$ cat config.mk
export PLATFORM = sky130hd
export DESIGN_NAME = bcd_7seg_scan
export DESIGN_NICKNAME = d
export VERILOG_FILES = /design/src/rtl/disp_pkg.sv /design/src/rtl/seg7_decode.sv /design/src/rtl/bcd_7seg_scan.sv
export SDC_FILE = /design/constraint.sdc
export NUM_CORES = 1
export LEC_CHECK = 0
export CAP_MARGIN = 20
export CORE_ASPECT_RATIO = 1.5
export CORE_MARGIN = 2
export CORE_UTILIZATION = 30
export DETAILED_ROUTE_END_ITERATION = 6
export DONT_BUFFER_PORTS = 1
export REMOVE_ABC_BUFFERS = 1
export SLEW_MARGIN = 20
export SYNTH_ARGS = -nofsm -noshare
export SYNTH_HDL_FRONTEND = slang
export SYNTH_SLANG_ARGS = --single-unit
$ cat constraint.sdc
create_clock -name clk -period 2.2 [get_ports clk]
set_input_delay 0.55 -clock clk [delete_from_list [all_inputs] [get_ports clk]]
set_output_delay 0.55 -clock clk [all_outputs]
set_load 0.02 [all_outputs]
$ cat src/rtl/disp_pkg.sv
// -----------------------------------------------------------------------------
// disp_pkg
//   Shared constants and helper functions for the 4-digit seven-segment display
//   path.
//
//   Segment bit order: {g,f,e,d,c,b,a}, so bit 0 is segment a.
//   All segment patterns are active low: 0 lights the segment.
// -----------------------------------------------------------------------------
package disp_pkg;

  localparam int NUM_DIGITS = 4;
  localparam int SEL_W      = $clog2(NUM_DIGITS);
  localparam int WORD_W     = 4 * NUM_DIGITS;

  // Active-low segment patterns, {g,f,e,d,c,b,a}
  localparam logic [6:0] SEG_0    = 7'b1000000;
  localparam logic [6:0] SEG_1    = 7'b1111001;
  localparam logic [6:0] SEG_2    = 7'b0100100;
  localparam logic [6:0] SEG_3    = 7'b0110000;
  localparam logic [6:0] SEG_4    = 7'b0011001;
  localparam logic [6:0] SEG_5    = 7'b0010010;
  localparam logic [6:0] SEG_6    = 7'b0000010;
  localparam logic [6:0] SEG_7    = 7'b1111000;
  localparam logic [6:0] SEG_8    = 7'b0000000;
  localparam logic [6:0] SEG_9    = 7'b0010000;
  localparam logic [6:0] SEG_DASH = 7'b0111111;
  localparam logic [6:0] SEG_OFF  = 7'b1111111;

  // True when any nibble of the packed word is not a legal BCD digit.
  function automatic logic bcd_word_invalid(input logic [WORD_W-1:0] w);
    logic bad;
    bad = 1'b0;
    for (int i = 0; i < NUM_DIGITS; i++) begin
      if (w[4*i +: 4] > 4'd9) bad = 1'b1;
    end
    return bad;
  endfunction

  // Index of the most-significant nonzero nibble; 0 when the word is all zero,
  // so the ones digit always remains visible.
  function automatic logic [SEL_W-1:0] msd_index(input logic [WORD_W-1:0] w);
    logic [SEL_W-1:0] idx;
    idx = '0;
    for (int i = 0; i < NUM_DIGITS; i++) begin
      if (w[4*i +: 4] != 4'd0) idx = SEL_W'(i);
    end
    return idx;
  endfunction

endpackage

$ cat src/rtl/seg7_decode.sv
// -----------------------------------------------------------------------------
// seg7_decode
//   Combinational BCD nibble to active-low seven-segment pattern.
//   Nibbles 0-9 map to their digit; A-F show a dash.
//
//   Ports
//     nibble  in  4  digit value
//     seg_n   out 7  {g,f,e,d,c,b,a}, active low
// -----------------------------------------------------------------------------
module seg7_decode
  import disp_pkg::*;
(
  input  logic [3:0] nibble,
  output logic [6:0] seg_n
);

  always_comb begin
    // NOTE: a default assignment ahead of the case keeps this purely combinational (no latch).
    seg_n = SEG_DASH;
    case (nibble)
      4'd0: seg_n = SEG_0;
      4'd1: seg_n = SEG_1;
      4'd2: seg_n = SEG_2;
      4'd3: seg_n = SEG_3;
      4'd4: seg_n = SEG_4;
      4'd5: seg_n = SEG_5;
      4'd6: seg_n = SEG_6;
      4'd7: seg_n = SEG_7;
      4'd8: seg_n = SEG_8;
      4'd9: seg_n = SEG_9;
      default: seg_n = SEG_DASH;
    endcase
  end

endmodule

$ cat src/rtl/bcd_7seg_scan.sv
// -----------------------------------------------------------------------------
// bcd_7seg_scan
//   Latches a packed 4-digit BCD word and drives a time-multiplexed common-anode
//   seven-segment display.
//
//   Each refresh tick (every CLK_HZ/REFRESH_HZ clocks) advances the scan by one
//   digit. All outputs are registered. The anode and segment outputs follow
//   disp_reg, digit_sel and blank with one clock of latency.
//
//   Ports
//     clk         in   1   system clock, rising edge
//     rst         in   1   synchronous, active-high reset
//     bcd         in   16  packed BCD, [15:12]=thousands ... [3:0]=ones
//     bcd_valid   in   1   load strobe; bcd is captured on the same edge
//     blank       in   1   forces all anodes off; scanning keeps running
//     an          out  4   anode enables, active low, an[0] = ones digit
//     seg         out  7   {g,f,e,d,c,b,a}, active low
//     dp          out  1   decimal point, active low, always off
//     bcd_err     out  1   latched word contains a nibble greater than 9
//     frame_done  out  1   one-cycle pulse after the scan wraps from digit 3 to 0
//
//   Build option
//     LEADING_ZERO_BLANK_EN  turns off digits above the most-significant
//                            nonzero digit. Digit 0 is always shown.
// -----------------------------------------------------------------------------
module bcd_7seg_scan
  import disp_pkg::*;
#(
  parameter int CLK_HZ     = 100_000_000,
  parameter int REFRESH_HZ = 1_000
) (
  input  logic                  clk,
  input  logic                  rst,
  input  logic [WORD_W-1:0]     bcd,
  input  logic                  bcd_valid,
  input  logic                  blank,
  output logic [NUM_DIGITS-1:0] an,
  output logic [6:0]            seg,
  output logic                  dp,
  output logic                  bcd_err,
  output logic                  frame_done
);

  localparam int DIV = CLK_HZ / REFRESH_HZ;
  localparam int PW  = (DIV > 2) ? $clog2(DIV) : 1;

  logic [PW-1:0]         prescaler_q,  prescaler_d;
  logic [SEL_W-1:0]      digit_sel_q,  digit_sel_d;
  logic [WORD_W-1:0]     disp_reg_q,   disp_reg_d;
  logic [NUM_DIGITS-1:0] an_q,         an_d;
  logic [6:0]            seg_q,        seg_d;
  logic                  dp_q,         dp_d;
  logic                  bcd_err_q,    bcd_err_d;
  logic                  frame_done_q, frame_done_d;

  logic       tick;
  logic       digit_lit;
  logic [3:0] cur_nibble;
  logic [6:0] cur_pattern;

  // The digit mux comes first, so a single decoder serves all four digits.
  assign cur_nibble = disp_reg_q[{digit_sel_q, 2'b00} +: 4];

  seg7_decode u_decode (
    .nibble (cur_nibble),
    .seg_n  (cur_pattern)
  );

  always_comb begin
    tick         = (prescaler_q == PW'(DIV - 1));
    prescaler_d  = tick ? '0 : prescaler_q + PW'(1);
    // The 2-bit select wraps 3 -> 0 on its own.
    digit_sel_d  = tick ? digit_sel_q + SEL_W'(1) : digit_sel_q;
    frame_done_d = tick && (digit_sel_q == SEL_W'(NUM_DIGITS - 1));

    disp_reg_d = disp_reg_q;
    bcd_err_d  = bcd_err_q;
    if (bcd_valid) begin
      disp_reg_d = bcd;
      bcd_err_d  = bcd_word_invalid(bcd);
    end

`ifdef LEADING_ZERO_BLANK_EN
    digit_lit = !blank && (digit_sel_q <= msd_index(disp_reg_q));
`else
    digit_lit = !blank;
`endif

    an_d  = digit_lit ? ~(NUM_DIGITS'(1) << digit_sel_q) : {NUM_DIGITS{1'b1}};
    seg_d = cur_pattern;
    dp_d  = 1'b1;
  end

  always_ff @(posedge clk) begin
    // NOTE: non-blocking assignments make every flop sample its pre-edge input, whatever the statement order.
    if (rst) begin
      prescaler_q  <= '0;
      digit_sel_q  <= '0;
      disp_reg_q   <= '0;
      an_q         <= {NUM_DIGITS{1'b1}};
      seg_q        <= SEG_OFF;
      dp_q         <= 1'b1;
      bcd_err_q    <= 1'b0;
      frame_done_q <= 1'b0;
    end else begin
      prescaler_q  <= prescaler_d;
      digit_sel_q  <= digit_sel_d;
      disp_reg_q   <= disp_reg_d;
      an_q         <= an_d;
      seg_q        <= seg_d;
      dp_q         <= dp_d;
      bcd_err_q    <= bcd_err_d;
      frame_done_q <= frame_done_d;
    end
  end

  assign an         = an_q;
  assign seg        = seg_q;
  assign dp         = dp_q;
  assign bcd_err    = bcd_err_q;
  assign frame_done = frame_done_q;

endmodule

# [Word-level counts from Yosys, hierarchy flattened]
# Memory sizes are Yosys's and may differ from the RTL's. A register that Yosys moved wholly into a read port is not among the register bits.
# Index checks and enable logic that the tools add are counted.
[word_totals] word_cells=25 mem_count=1 input_bits=20 romBits=112 regBits=41
[mem_list] memory="(name not given)" depth=16 word_bits=7 rd=1 rd_ports_with_merged_regs=1 wr=0 line="seg7_decode.sv:20" source="case (nibble)"
[classes] addsub=2 n_mux=4 bitwise=1 n_eq_ne=2 reduce_logical=3 shifts=2 order_cmp=4
[ops] operator="adder 17 x 1 -> 17 bit, second input constant" n=1
[ops] operator="== test 17 bit, second input constant" n=1
[ops] operator="greater-than comparator 4 bit, second input constant" n=4
[ops] operator="indexed part select 16 x 5 -> 4 bit" n=1
[ops] operator="2-to-1 mux 1 bit" n=4
[ops] operator="inverter 4 bit" n=1
[ops] operator="OR reduction 2 bit" n=2
[ops] operator="left shift 1 x 2 -> 4 bit, first input constant" n=1
[ops] operator="adder 2 x 1 -> 2 bit, second input constant" n=1
[ops] operator="== test 2 bit, second input constant" n=1
[ops] operator="logical AND 1 bit" n=1

# [Longest topological paths before layout]
[logic_depth] depth_word=5 mapped_depth=8

# [Cells and area by module]
# From an unflattened synthesis, not the netlist that was laid out.
[hier_totals] cells_unflattened=225 area_unflattened_um2=2190.9
[by_module_without_submodules] mod="bcd_7seg_scan" area_each_um2=1966.9 cells_per_inst=194 instances=1 seq_area_each_um2=960.9
[by_module_without_submodules] mod="seg7_decode" area_each_um2=224.0 cells_per_inst=31 instances=1 seq_area_each_um2=0.0

# [Worst setup path before layout]
# OpenSTA, ideal clock, no wires.
[synth_path] path_type="register -> register" from="reg digit_sel_q[0]" to="reg seg_q[4], in the netlist seg[4]" t_arrival_ns=1.615 setup_slack_ns=0.468 stages_incl_launch_ff=8 period_less_slack_ns=1.732 path_cell_list="dfxtp_1 -> buf_6 -> mux4_2 -> inv_1 -> ha_1 -> nor2b_1 -> mux2_2 -> nand2_1"
[synth_between] elab_chain_len=1
[synth_rtl] element="start: declaration" line="bcd_7seg_scan.sv:48" source="logic [SEL_W-1:0] digit_sel_q, digit_sel_d;"
[synth_rtl] element="start signal: assignment" line="bcd_7seg_scan.sv:107" source="digit_sel_q <= digit_sel_d;"
[synth_rtl] element="indexed part select 16 x 5 -> 4 bit" line="bcd_7seg_scan.sv:62" source="assign cur_nibble = disp_reg_q[{digit_sel_q, 2'b00} +: 4];"
[synth_rtl] element="end: declaration" line="bcd_7seg_scan.sv:51" source="logic [6:0] seg_q, seg_d;"
# No other way between the ends.
# A chain may end at the register's enable or synchronous reset.

# [Worst setup path after layout]
# Ends and elaborated chain as after synthesis.

==> summary.txt <==
Power and ir drop
  – Design Power: 0.00169 W
  – Net Sw Frac: 23.2%
  – Static power due to leakage: 0.881 nW
  – Design internal power: 0.00130 W
  – Combinational power share: 5.6%
  – Switching power: 0.000392 W
  – Power share of the clock group: 38.5%
  – Power Density: 746 nW/um^2
  – Maximum resistive drop on vdd: 251 uV
  – Part of the total power dissipated in sequential elements: 55.9%

Route
  – First-pass iteration count of the detailed router: 4
  – Wire length per cell after detailed routing: 13.5 um
  – DR vias/cell: 5.10
  – Aggregate routed wire length: 3890 um
  – Number of antenna-violating nets in the routed design: 0
  – DRC viols: 0
  – Initial drt markers: 57
  – Via count: 1470

Setup path
  – Count of buffer and inverter cells on the critical path: 1
  – Largest fanout on the critical path: 5
  – Delay-heaviest family, CP: multiplexers
  – Start-to-end type of the worst setup path: reg -> reg
  – Library cell contributing the largest single delay on the critical path: mux4_2
  – List of cells traversed by the critical path: mux4_2 > inv_1 > ha_1 > nor2b_1 > mux2_2 > nand2_1
  – Critical path required time: 2.40 ns
  – CP endpoint kind: flop
  – Worst Path Arrival: 2.07 ns
  – Kind of launch point of the worst setup path: flop
  – CP peak stage delay: 0.59 ns

Finish
  – Number of filler instances in the final layout: 697
  – Final core utilization: 33.1%
  – Antenna cell count: 0
  – Final layout net count: 239
  – Area added between synthesis and finish: 7.23%
  – Ratio of cells with drive above 1 in the final layout: 7.62%

Hold path
  – Path class of the lowest-slack min-delay path: in -> reg

Synth
  – Number of distinct library cells after synthesis: 36
  – Portion of synthesized cell area occupied by the leading cell type: 45.5%
  – Yosys top cell by area: dfxtp_1
  – Netlist area before placement: 2110 um^2
  – Gate count of the mapped netlist: 212
  – Async set-or-reset flop fraction in the synthesized netlist: 0%
  – Number of synthesized register bits: 48
  – Post-synth EDFFs: 0
  – Post-Synthesis Mean Instance Area: 9.96 um^2
  – Synthesis warning total: 0
  – Sequential cell area fraction in the yosys report: 45.5%
  – Most instantiated cells after synthesis: 48 x dfxtp_1, 33 x nor2_1, 20 x mux2i_1, 12 x nand2_1
  – Count leader, synth: dfxtp_1
  – Top cells by area in the synthesized netlist: dfxtp_1 45%, mux2i_1 9.5%, ha_1 5.9%
  – Dominant register cell in the synthesized netlist: dfxtp_1

STA
  – Final setup vio count: 0
  – Tcrit/Tclk final: 84.9%
  – Fmax: 0.536 GHz
  – Final critical path time including I/O delays and setup: 1.87 ns
  – Setup skew after layout: 0.0116 ns
  – Setup repair after global routing missed its margin: false
  – Total count of max-transition violations in the final report: 0
  – Total Negative Setup Slacks: 0 ns
  – Hold violation total from the final report: 0

Clock network
  – Sink Count: 48
  – Clock transition at the registers of the reported paths: 0.10 ns
  – Hold bufs inserted after CTS: 0
  – Total CTS buffers: 5
  – CTS H-Tree Depth: 2
  – Worst-Skew Late Latency: 0.32 ns
  – # resized after CTS: 0
  – Post-CTS setup repair buffer count: 0
  – CTS Buffer Depth: 2
  – Clock tree from TritonCTS: done
  – CTS Root Cell: clkbuf_8

Global route
  – Antenna violations before repair: 0
  – GRT Overall Usage: 11.3%
  – Leftover overflow at the end of global routing: 0
  – Number of global-route vias before repair: 1454
  – Global-route wire length before repair: 6650 um
  – Largest net degree at the start of global routing: 26

Job
  – Maximum Capacitance Violations: 0

Place
  – Detailed Place HPWL: 2790 um
  – Final weighted congestion in routability-driven placement: 0.833
  – Count of buffers inserted at the top-level ports: 0

Floorplan
  – Number of cell rows: 37
  – Die height: 107 um
  – Initial standard-cell utilization of the core: 30.8%
  – I/O pin total: 34
  – Area of the die: 7740 um^2
  – Horizontal die dimension: 72.5 um
  – Core Area: 6850 um^2

Status
  – Outcome: finished, final reports clean
## metal layers
metal  up-vias  track usage (%)  part of all wire, %
met5         -                0                    0
met2        36             19.2                   52
li1        723                -                    -
met1       702             11.6                   39
met3         9             4.04                  5.6
met4         0             6.75                  3.2
## power groups by stage
stage          clock network, W  logic [W]  registers (W)
2_1_floorplan                 0  0.0000799       0.000957
5_1_grt                0.000715   0.000108       0.000948
6_report               0.000651  0.0000945       0.000943
4_1_cts                0.000682  0.0000959       0.000944
3_3_place_gp                  0  0.0000912       0.000963
3_5_place_dp                  0  0.0000947       0.000964
## cell type report
| class | instances | area (um^2) | share of cell area [%] |
|---|---|---|---|
| multi-input combinational | 146 | 1060 | 46.7 |
| sequential | 48 | 961 | 42.4 |
| tap | 78 | 97.6 | 4.31 |
| clock buffer | 5 | 68.8 | 3.04 |
| clock inverter | 3 | 46.3 | 2.04 |
| inverter | 7 | 26.3 | 1.16 |
| timing repair buffer | 1 | 7.51 | 0.331 |
## cell families (layout without fill, tap and decap cells)
group	count (synthesis)	count (layout)	share of synthesized area (%)
multiplexers	25	25	14.3
other	1	1	0.178
AND/OR/NAND/NOR	79	79	19.5
XOR/XNOR	12	12	4.98
AO/OA/AOI/OAI	19	19	5.21
flip-flops	48	48	45.5
adder cells (fa/ha/maj)	10	10	5.92
buffers and inverters	18	16	4.44
## cells in the final DEF (no fill, tap or decap), types with 2 or more instances in the layout
master    Yosys  final
dfxtp_1      48     48
nor2_1       33     33
mux2i_1      20     20
nand2_1      12     12
xor2_1       10     10
ha_1         10     10
inv_1         7      7
o21ai_0       7      7
nand4_1       7      7
nand3_1       5      5
and4_1        5      5
clkbuf_8      0      5
mux4_2        4      4
o31ai_1       4      4
and3_1        4      4
a21oi_1       4      4
or3_1         3      3
o21ai_1       2      2
xnor2_1       2      2
## final timing paths
kind | start | slack, ns | cells after the start | endpoint
worst max-delay path | digit_sel_q[0] | 0.33 | 6 | seg[4]
worst min-delay path | rst | 0.30 | 1 | disp_reg_q[0]
worst max register to register | digit_sel_q[0] | 0.33 | 6 | seg[4]
worst min register to register | prescaler_q[0] | 0.47 | 1 | prescaler_q[0]
## sequential cells by signal, summed over array words and instances (netlist names)
register and cells:
an 4, bcd_err 1, digit_sel_q 2, disp_reg_q 16
frame_done 1, prescaler_q 17, seg 7
## stage by stage
| step | cell area (um^2) | setup slack (ns) | cells | hold slack [ns] |
|---|---|---|---|---|
| floorplan | 2040 | 0.392 | 201 | 0.413 |
| detailed placement | 2150 | 0.344 | 280 | 0.447 |
| global placement | 2150 | 0.410 | 280 | 0.423 |
| finish | 2260 | 0.333 | 288 | 0.297 |
| global route | 2260 | 0.149 | 288 | 0.272 |
| CTS | 2260 | 0.314 | 288 | 0.280 |
## worst reg2reg max path, cell delays in order, from the launching register on
cell	delay [ns]
dfxtp_1	0.48
mux4_2	0.59
inv_1	0.16
ha_1	0.17
nor2b_1	0.16
mux2_2	0.17
nand2_1	0.04
Note: power is estimated with default switching activity, not from simulation.
